## config.mk

```make
export PLATFORM = sky130hd
export DESIGN_NAME = photo_sensor_array
export DESIGN_NICKNAME = d
export VERILOG_FILES = /design/src/rtl/photo_sensor_pkg.sv /design/src/rtl/photo_debounce_chan.sv /design/src/rtl/photo_sensor_array.sv
export SDC_FILE = /design/constraint.sdc
export NUM_CORES = 1
export LEC_CHECK = 0
export ABC_AREA = 1
export CORE_ASPECT_RATIO = 1.1
export CORE_UTILIZATION = 57
export CTS_BUF_LIST = sky130_fd_sc_hd__clkbuf_16
export DETAILED_ROUTE_END_ITERATION = 6
export PLACE_DENSITY = 0.91
export SYNTH_ARGS = -nofsm -noshare
export SYNTH_HDL_FRONTEND = slang
export SYNTH_SLANG_ARGS = --single-unit
```

## constraint.sdc

```tcl
create_clock -name clk -period 1.5 [get_ports clk]
set_input_delay 0.375 -clock clk [delete_from_list [all_inputs] [get_ports clk]]
set_output_delay 0.375 -clock clk [all_outputs]
set_load 0.02 [all_outputs]
```

## src/rtl/photo_sensor_pkg.sv

```systemverilog
// Shared constants and helpers for the photoresistor input path.
// Used by photo_sensor_array, photo_debounce_chan and the steering FSM.
package photo_sensor_pkg;

    // Raw input level that means "light" for the given polarity.
    function automatic logic light_level(input int active_low);
        return (active_low != 0);
    endfunction

    // Debounce counter width: clog2 with a 1-bit floor.
    function automatic int cnt_width(input int cycles);
        return (cycles > 1) ? $clog2(cycles) : 1;
    endfunction

    // All-ones saturation value for a counter of width w (w <= 32).
    function automatic logic [31:0] sat_value(input int w);
        return 32'hFFFF_FFFF >> (32 - w);
    endfunction

endpackage

```

## src/rtl/photo_debounce_chan.sv

```systemverilog
// One sensor channel: 2-flop sync, polarity, debounce, event pulses
// and a saturating dark-event counter.
// Ports: clk, rst_n, light_raw_i (async level), enable_i, clr_events_i,
//        dark_o, dark_rise_o, dark_fall_o, dark_events_o[CNT_W].
module photo_debounce_chan
    import photo_sensor_pkg::*;
#(
    parameter int DEBOUNCE_CYCLES = 1000,
    parameter int ACTIVE_LOW_IN   = 1,
    parameter int CNT_W           = 8
) (
    input  logic             clk,
    input  logic             rst_n,
    input  logic             light_raw_i,
    input  logic             enable_i,
    input  logic             clr_events_i,
    output logic             dark_o,
    output logic             dark_rise_o,
    output logic             dark_fall_o,
    output logic [CNT_W-1:0] dark_events_o
);

    localparam logic LIGHT = light_level(ACTIVE_LOW_IN);
    localparam int   CW    = cnt_width(DEBOUNCE_CYCLES);
    localparam logic [CW-1:0] CNT_LAST =
        CW'(DEBOUNCE_CYCLES - 1);
    localparam logic [CNT_W-1:0] EV_MAX =
        CNT_W'(sat_value(CNT_W));

    logic             s1_q, s2_q;
    logic             raw_dark;
    logic [CW-1:0]    cnt_q, cnt_d;
    logic             dark_q, dark_d;
    logic             rise_q, rise_d;
    logic             fall_q, fall_d;
    logic [CNT_W-1:0] ev_q, ev_d;

    // Synchronised level XOR the light level gives "dark".
    assign raw_dark = s2_q ^ LIGHT;

    always_comb begin
        cnt_d  = '0;
        dark_d = dark_q;
        rise_d = 1'b0;
        fall_d = 1'b0;
        if (enable_i && (raw_dark != dark_q)) begin
            if (cnt_q == CNT_LAST) begin
                dark_d = ~dark_q;
                rise_d = ~dark_q;
                fall_d = dark_q;
            end else begin
                cnt_d = cnt_q + CW'(1);
            end
        end
    end

    // A clear that lands on a rise pulse keeps that rise.
    always_comb begin
        ev_d = ev_q;
        if (clr_events_i) begin
            ev_d = CNT_W'(rise_q);
        end else if (rise_q && (ev_q != EV_MAX)) begin
            ev_d = ev_q + CNT_W'(1);
        end
    end

    always_ff @(posedge clk or negedge rst_n) begin
        if (!rst_n) begin
            s1_q   <= LIGHT;
            s2_q   <= LIGHT;
            cnt_q  <= '0;
            dark_q <= 1'b0;
            rise_q <= 1'b0;
            fall_q <= 1'b0;
            ev_q   <= '0;
        end else begin
            s1_q   <= light_raw_i;
            s2_q   <= s1_q;
            cnt_q  <= cnt_d;
            dark_q <= dark_d;
            rise_q <= rise_d;
            fall_q <= fall_d;
            ev_q   <= ev_d;
        end
    end

    assign dark_o        = dark_q;
    assign dark_rise_o   = rise_q;
    assign dark_fall_o   = fall_q;
    assign dark_events_o = ev_q;

endmodule

```

## src/rtl/photo_sensor_array.sv

```systemverilog
// Multi-channel photoresistor conditioner feeding the steering FSM.
// Ports: clk, rst_n, light_raw, enable, clr_events, dark, dark_rise,
//        dark_fall, any_dark, all_dark, dark_events[CHANNELS*CNT_W].
module photo_sensor_array
    import photo_sensor_pkg::*;
#(
    parameter int CHANNELS        = 4,
    parameter int DEBOUNCE_CYCLES = 1000,
    parameter int ACTIVE_LOW_IN   = 1,
    parameter int CNT_W           = 8
) (
    input  logic                      clk,
    input  logic                      rst_n,
    input  logic [CHANNELS-1:0]       light_raw,
    input  logic                      enable,
    input  logic                      clr_events,
    output logic [CHANNELS-1:0]       dark,
    output logic [CHANNELS-1:0]       dark_rise,
    output logic [CHANNELS-1:0]       dark_fall,
    output logic                      any_dark,
    output logic                      all_dark,
    output logic [CHANNELS*CNT_W-1:0] dark_events
);

    for (genvar i = 0; i < CHANNELS; i++) begin : g_chan
        photo_debounce_chan #(
            .DEBOUNCE_CYCLES (DEBOUNCE_CYCLES),
            .ACTIVE_LOW_IN   (ACTIVE_LOW_IN),
            .CNT_W           (CNT_W)
        ) u_chan (
            .clk           (clk),
            .rst_n         (rst_n),
            .light_raw_i   (light_raw[i]),
            .enable_i      (enable),
            .clr_events_i  (clr_events),
            .dark_o        (dark[i]),
            .dark_rise_o   (dark_rise[i]),
            .dark_fall_o   (dark_fall[i]),
            .dark_events_o (dark_events[i*CNT_W +: CNT_W])
        );
    end

    // Built from registered dark bits only, so glitch-free.
    assign any_dark = |dark;
    assign all_dark = &dark;

endmodule
```

==> impl_metrics.py, run 1 <==
metrics = {
    "cts": {
        "clk_pin_slew_ps": 60,
        "tritoncts": "done",
        "clock_tree.htree_level_count": 3,
        "clock_sink_count": 92,
        "cts_buffers": 9,
        "clock-root-buffer": "sky130_fd_sc_hd__clkbuf_16",
        "max-clock-path-buffers": 2,
        "worstSkewPairLatency_ps": 350,
    },
    "cells_and_area": {
        "finalNetCount": 751,
        "mostFrequentLayoutCell": "sky130_fd_sc_hd__nand2_1",
        "fill_cells": 584,
        "postLayoutCoreUtil_pct": 74.3,
        "mostFrequentLayoutCells": "sky130_fd_sc_hd__nand2_1, sky130_fd_sc_hd__nor2_1, sky130_fd_sc_hd__dfrtp_1",
        "area.growth.synth_to_final_pct": 25.7,
        "final_cell_area_um2": 6240,
        "finalNonFillerCells": 851,
        "post_route_cells_drive_above_1_share_pct": 20.4,
        "n_antenna_cell": 0,
    },
    "timing": {
        "grt_setup_unrepaired": "yes",
        "min_period_over_period_pct": 108,
        "setup_ws_ps": -127,
        "setup_viol_count_final": 2,
        "final.min_clock_period_ps": 1630,
        "worst_clock_skew_on_the_final_layout_ps": 10.4,
        "totalNegativeSetupSlack_ps": -217,
        "worstMarginPinSlew_ps": 315,
        "timing_hold_violations_final": 0,
        "worst_slew_margin_rel_pct": 79.0,
        "drv_slew": 0,
        "fmax_ghz": 0.615,
        "worst_hold_slack_ps": 356,
    },
    "route": {
        "antenna_violating_nets_post_route": 0,
        "m1WireLength_um": 4560,
        "routed-wl-met3_um": 575,
        "vias": 4525,
        "drtIter0Drc": 245,
        "drt_drc_violations_left": 0,
        "route.detailed.wl_per_inst_um": 13.8,
        "routed_wirelength_um": 11800,
        "met2WireLength_um": 6280,
        "detail_route.first_pass.iterations": 5,
        "vias_per_cell": 5.32,
        "route.top_layer_used": "met4",
    },
    "pwr": {
        "pd_cells_nw_per_um2": 802,
        "leakage_nw": 3.19,
        "vdd_drop_max_v": 0.000889,
    },
    "critical_path": {
        "worst_setup_path_end_kind": "primary output",
        "critPathSlowestCell": "sky130_fd_sc_hd__dfrtp_1",
        "cp_max_fo": 3,
        "criticalPathCategory": "flip-flop to primary output",
        "critical_path.startpoint_type": "flip-flop",
        "cpPeakStageDelay_ps": 390,
        "cp_common_cell": "sky130_fd_sc_hd__buf_4",
        "worst-endpoint-arrival_ps": 1250,
        "crit_path_cell_trace": "inv_2, buf_4, nand4_1, buf_4",
        "worst_ep_required_time_ps": 1120,
    },
    "global_route": {
        "grt_start_max_net_pins": 41,
        "antenna_found_initial": 0,
        "overflow": 0,
        "grt_pass1_wl_um": 18800,
        "grt_util_all_layers_pct": 26.1,
        "number_of_global_route_vias_before_repair": 4424,
    },
    "floorplan": {
        "placeableCoreArea_um2": 8410,
        "fp-row-count": 35,
        "fp.dieH_um": 99.9,
        "io_pins": 54,
        "dieWidth_um": 91.0,
        "initial_utilization_pct": 59.1,
        "die_area_um2": 9100,
    },
    "run_status": {
        "run_status": "finished, violations left",
        "violations": "negative setup slack",
    },
    "yosys": {
        "syn-cell-area_um2": 4970,
        "synth.yosys.seq_area_share_pct": 46.5,
        "synth-warning-count": 0,
        "synthCells": 636,
        "syn_avg_cell_area_um2": 7.81,
        "synth_cell_types": 35,
        "ys_seq_elements": 92,
        "syn-num-nets": 652,
    },
    "place": {
        "dpl_cell_area_um2": 5850,
        "detailed_place_hpwl_um": 8200,
        "place.port_buffers": 53,
        "numPlacedInstances": 822,
        "routabilityCongestion": 0.863,
    },
    "run": {
        "drv.max_cap_violation_count": 0,
    },
    "hold_path": {
        "timing.hold.worst.class": "flip-flop to flip-flop",
    },
}
==> layout make-up <==
type | instances | area (um^2) | share of cell area [%]
inverter | 85 | 319 | 5.11
clock buffer | 9 | 225 | 3.61
tap | 111 | 139 | 2.22
multi-input combinational | 443 | 2300 | 36.8
clock inverter | 7 | 60.1 | 0.962
sequential | 92 | 2310 | 37.0
timing repair buffer | 104 | 892 | 14.3
==> Yosys cell counts <==
master | count | share of area (%)
sky130_fd_sc_hd__a21oi_1 | 16 | 1.6
sky130_fd_sc_hd__a21oi_4 | 1 | 0.33
sky130_fd_sc_hd__a31oi_1 | 2 | 0.25
sky130_fd_sc_hd__buf_2 | 2 | 0.20
sky130_fd_sc_hd__buf_4 | 14 | 2.1
sky130_fd_sc_hd__dfrtp_1 | 84 | 42
sky130_fd_sc_hd__dfstp_2 | 8 | 4.2
sky130_fd_sc_hd__ha_1 | 8 | 2.0
sky130_fd_sc_hd__inv_1 | 77 | 5.8
sky130_fd_sc_hd__inv_2 | 8 | 0.60
sky130_fd_sc_hd__nand2_1 | 177 | 13
sky130_fd_sc_hd__nand2_2 | 10 | 1.3
sky130_fd_sc_hd__nand2_4 | 3 | 0.68
sky130_fd_sc_hd__nand3_1 | 54 | 5.4
sky130_fd_sc_hd__nand3_2 | 1 | 0.20
sky130_fd_sc_hd__nand3_4 | 1 | 0.35
sky130_fd_sc_hd__nand3b_1 | 3 | 0.45
sky130_fd_sc_hd__nand4_1 | 7 | 0.88
sky130_fd_sc_hd__nand4_4 | 1 | 0.43
sky130_fd_sc_hd__nor2_1 | 96 | 7.3
sky130_fd_sc_hd__nor2_2 | 8 | 1.0
sky130_fd_sc_hd__nor2_4 | 10 | 2.3
sky130_fd_sc_hd__nor2_8 | 2 | 0.81
sky130_fd_sc_hd__nor3_1 | 8 | 0.81
sky130_fd_sc_hd__nor3_4 | 1 | 0.33
sky130_fd_sc_hd__nor3b_1 | 2 | 0.30
sky130_fd_sc_hd__nor3b_2 | 1 | 0.25
sky130_fd_sc_hd__nor4_1 | 1 | 0.13
sky130_fd_sc_hd__o211ai_1 | 1 | 0.15
sky130_fd_sc_hd__o21ai_0 | 9 | 0.91
sky130_fd_sc_hd__o21ai_1 | 2 | 0.20
sky130_fd_sc_hd__o21ai_2 | 1 | 0.18
sky130_fd_sc_hd__o21bai_1 | 4 | 0.60
sky130_fd_sc_hd__xnor2_1 | 1 | 0.18
sky130_fd_sc_hd__xor2_1 | 12 | 2.1
==> metrics by stage <==
stage	power, mW	setup slack, ps
detailed placement	2.84	-283
floorplan	2.69	69.1
finish	5.01	-127
global route	5.18	-154
global placement	2.83	-204
CTS	5.02	-133
==> cells by family (layout without fill, tap and decap cells) <==
family | count (synthesis) | count (layout) | share of synthesized area, %
AO/OA/AOI/OAI | 36 | 36 | 4.23
XOR/XNOR | 13 | 13 | 2.29
adder cells (fa/ha/maj) | 8 | 8 | 2.01
buffers and inverters | 101 | 205 | 8.74
flip-flops | 92 | 92 | 46.5
AND/OR/NAND/NOR | 386 | 386 | 36.2
==> path summary, 6_finish.rpt <==
check                                                         startpoint                                            end  slack [ps]  cells after the start
hold reg to reg                          g_chan[1].u_chan.s1_q$_DFF_PN1_                g_chan[1].u_chan.s2_q$_DFF_PN1_         360                      0
setup reg to reg           g_chan[2].u_chan.dark_events_o[0]$_DFFE_PN0P_  g_chan[2].u_chan.dark_events_o[4]$_DFFE_PN0P_          60                      9
setup / recovery                     g_chan[1].u_chan.dark_o$_DFFE_PN0P_                                       any_dark        -130                      4
min in group asynchronous                                          rst_n  g_chan[3].u_chan.dark_events_o[4]$_DFFE_PN0P_         470                      2
max in group asynchronous                                          rst_n                g_chan[3].u_chan.s1_q$_DFF_PN1_         450                      3
hold / removal                           g_chan[1].u_chan.s1_q$_DFF_PN1_                g_chan[1].u_chan.s2_q$_DFF_PN1_         360                      0
==> flip-flops by register name, indices dropped and copies added, names as in the netlist <==
name and flops:
g_chan.u_chan.dark_o 4, g_chan.u_chan.dark_rise_o 4, g_chan.u_chan.dark_events_o 32, g_chan.u_chan.dark_fall_o 4, g_chan.u_chan.s2_q 4, g_chan.u_chan.s1_q 4
g_chan.u_chan.cnt_q 40
==> timing repair <==
action / CTS / global route
endpoints found under the hold margin: 18 / 0
setup buffers: 1 / 12
endpoints found under the setup margin: 51 / 48
hold buffers: 1 / 0
pin swaps: 1 / 5
gates cloned: 0 / 0
resized for setup: 74 / 50
==> metal layers <==
layer	track usage [%]	vias to the layer above
li1	-	2172
met1	29.1	2131
met2	47.4	182
met3	4.92	40
met4	14.3	0
met5	0	-
==> power by group <==
part	internal, mW	leakage, nW	switching [mW]
clock network	1.27	0.145	0.924
registers	2.52	1.25	0.0232
logic	0.105	1.80	0.172
total	3.89	3.19	1.12
==> worst max-delay path: cells and delay by family, from the launching register on <==
kind,cells,cell delay (ps)
buffers and inverters,3,400
DFF,1,390
and+or+nand+nor,1,130
No activity file was read; power rests on OpenSTA's default activity.
==> run 2, diff against run 1 <==
HOLD_SLACK_MARGIN = 0.05   (was default)
==> results of run 2 <==
Same layout as run 1: the final DEF is identical, and so are final timing and power.
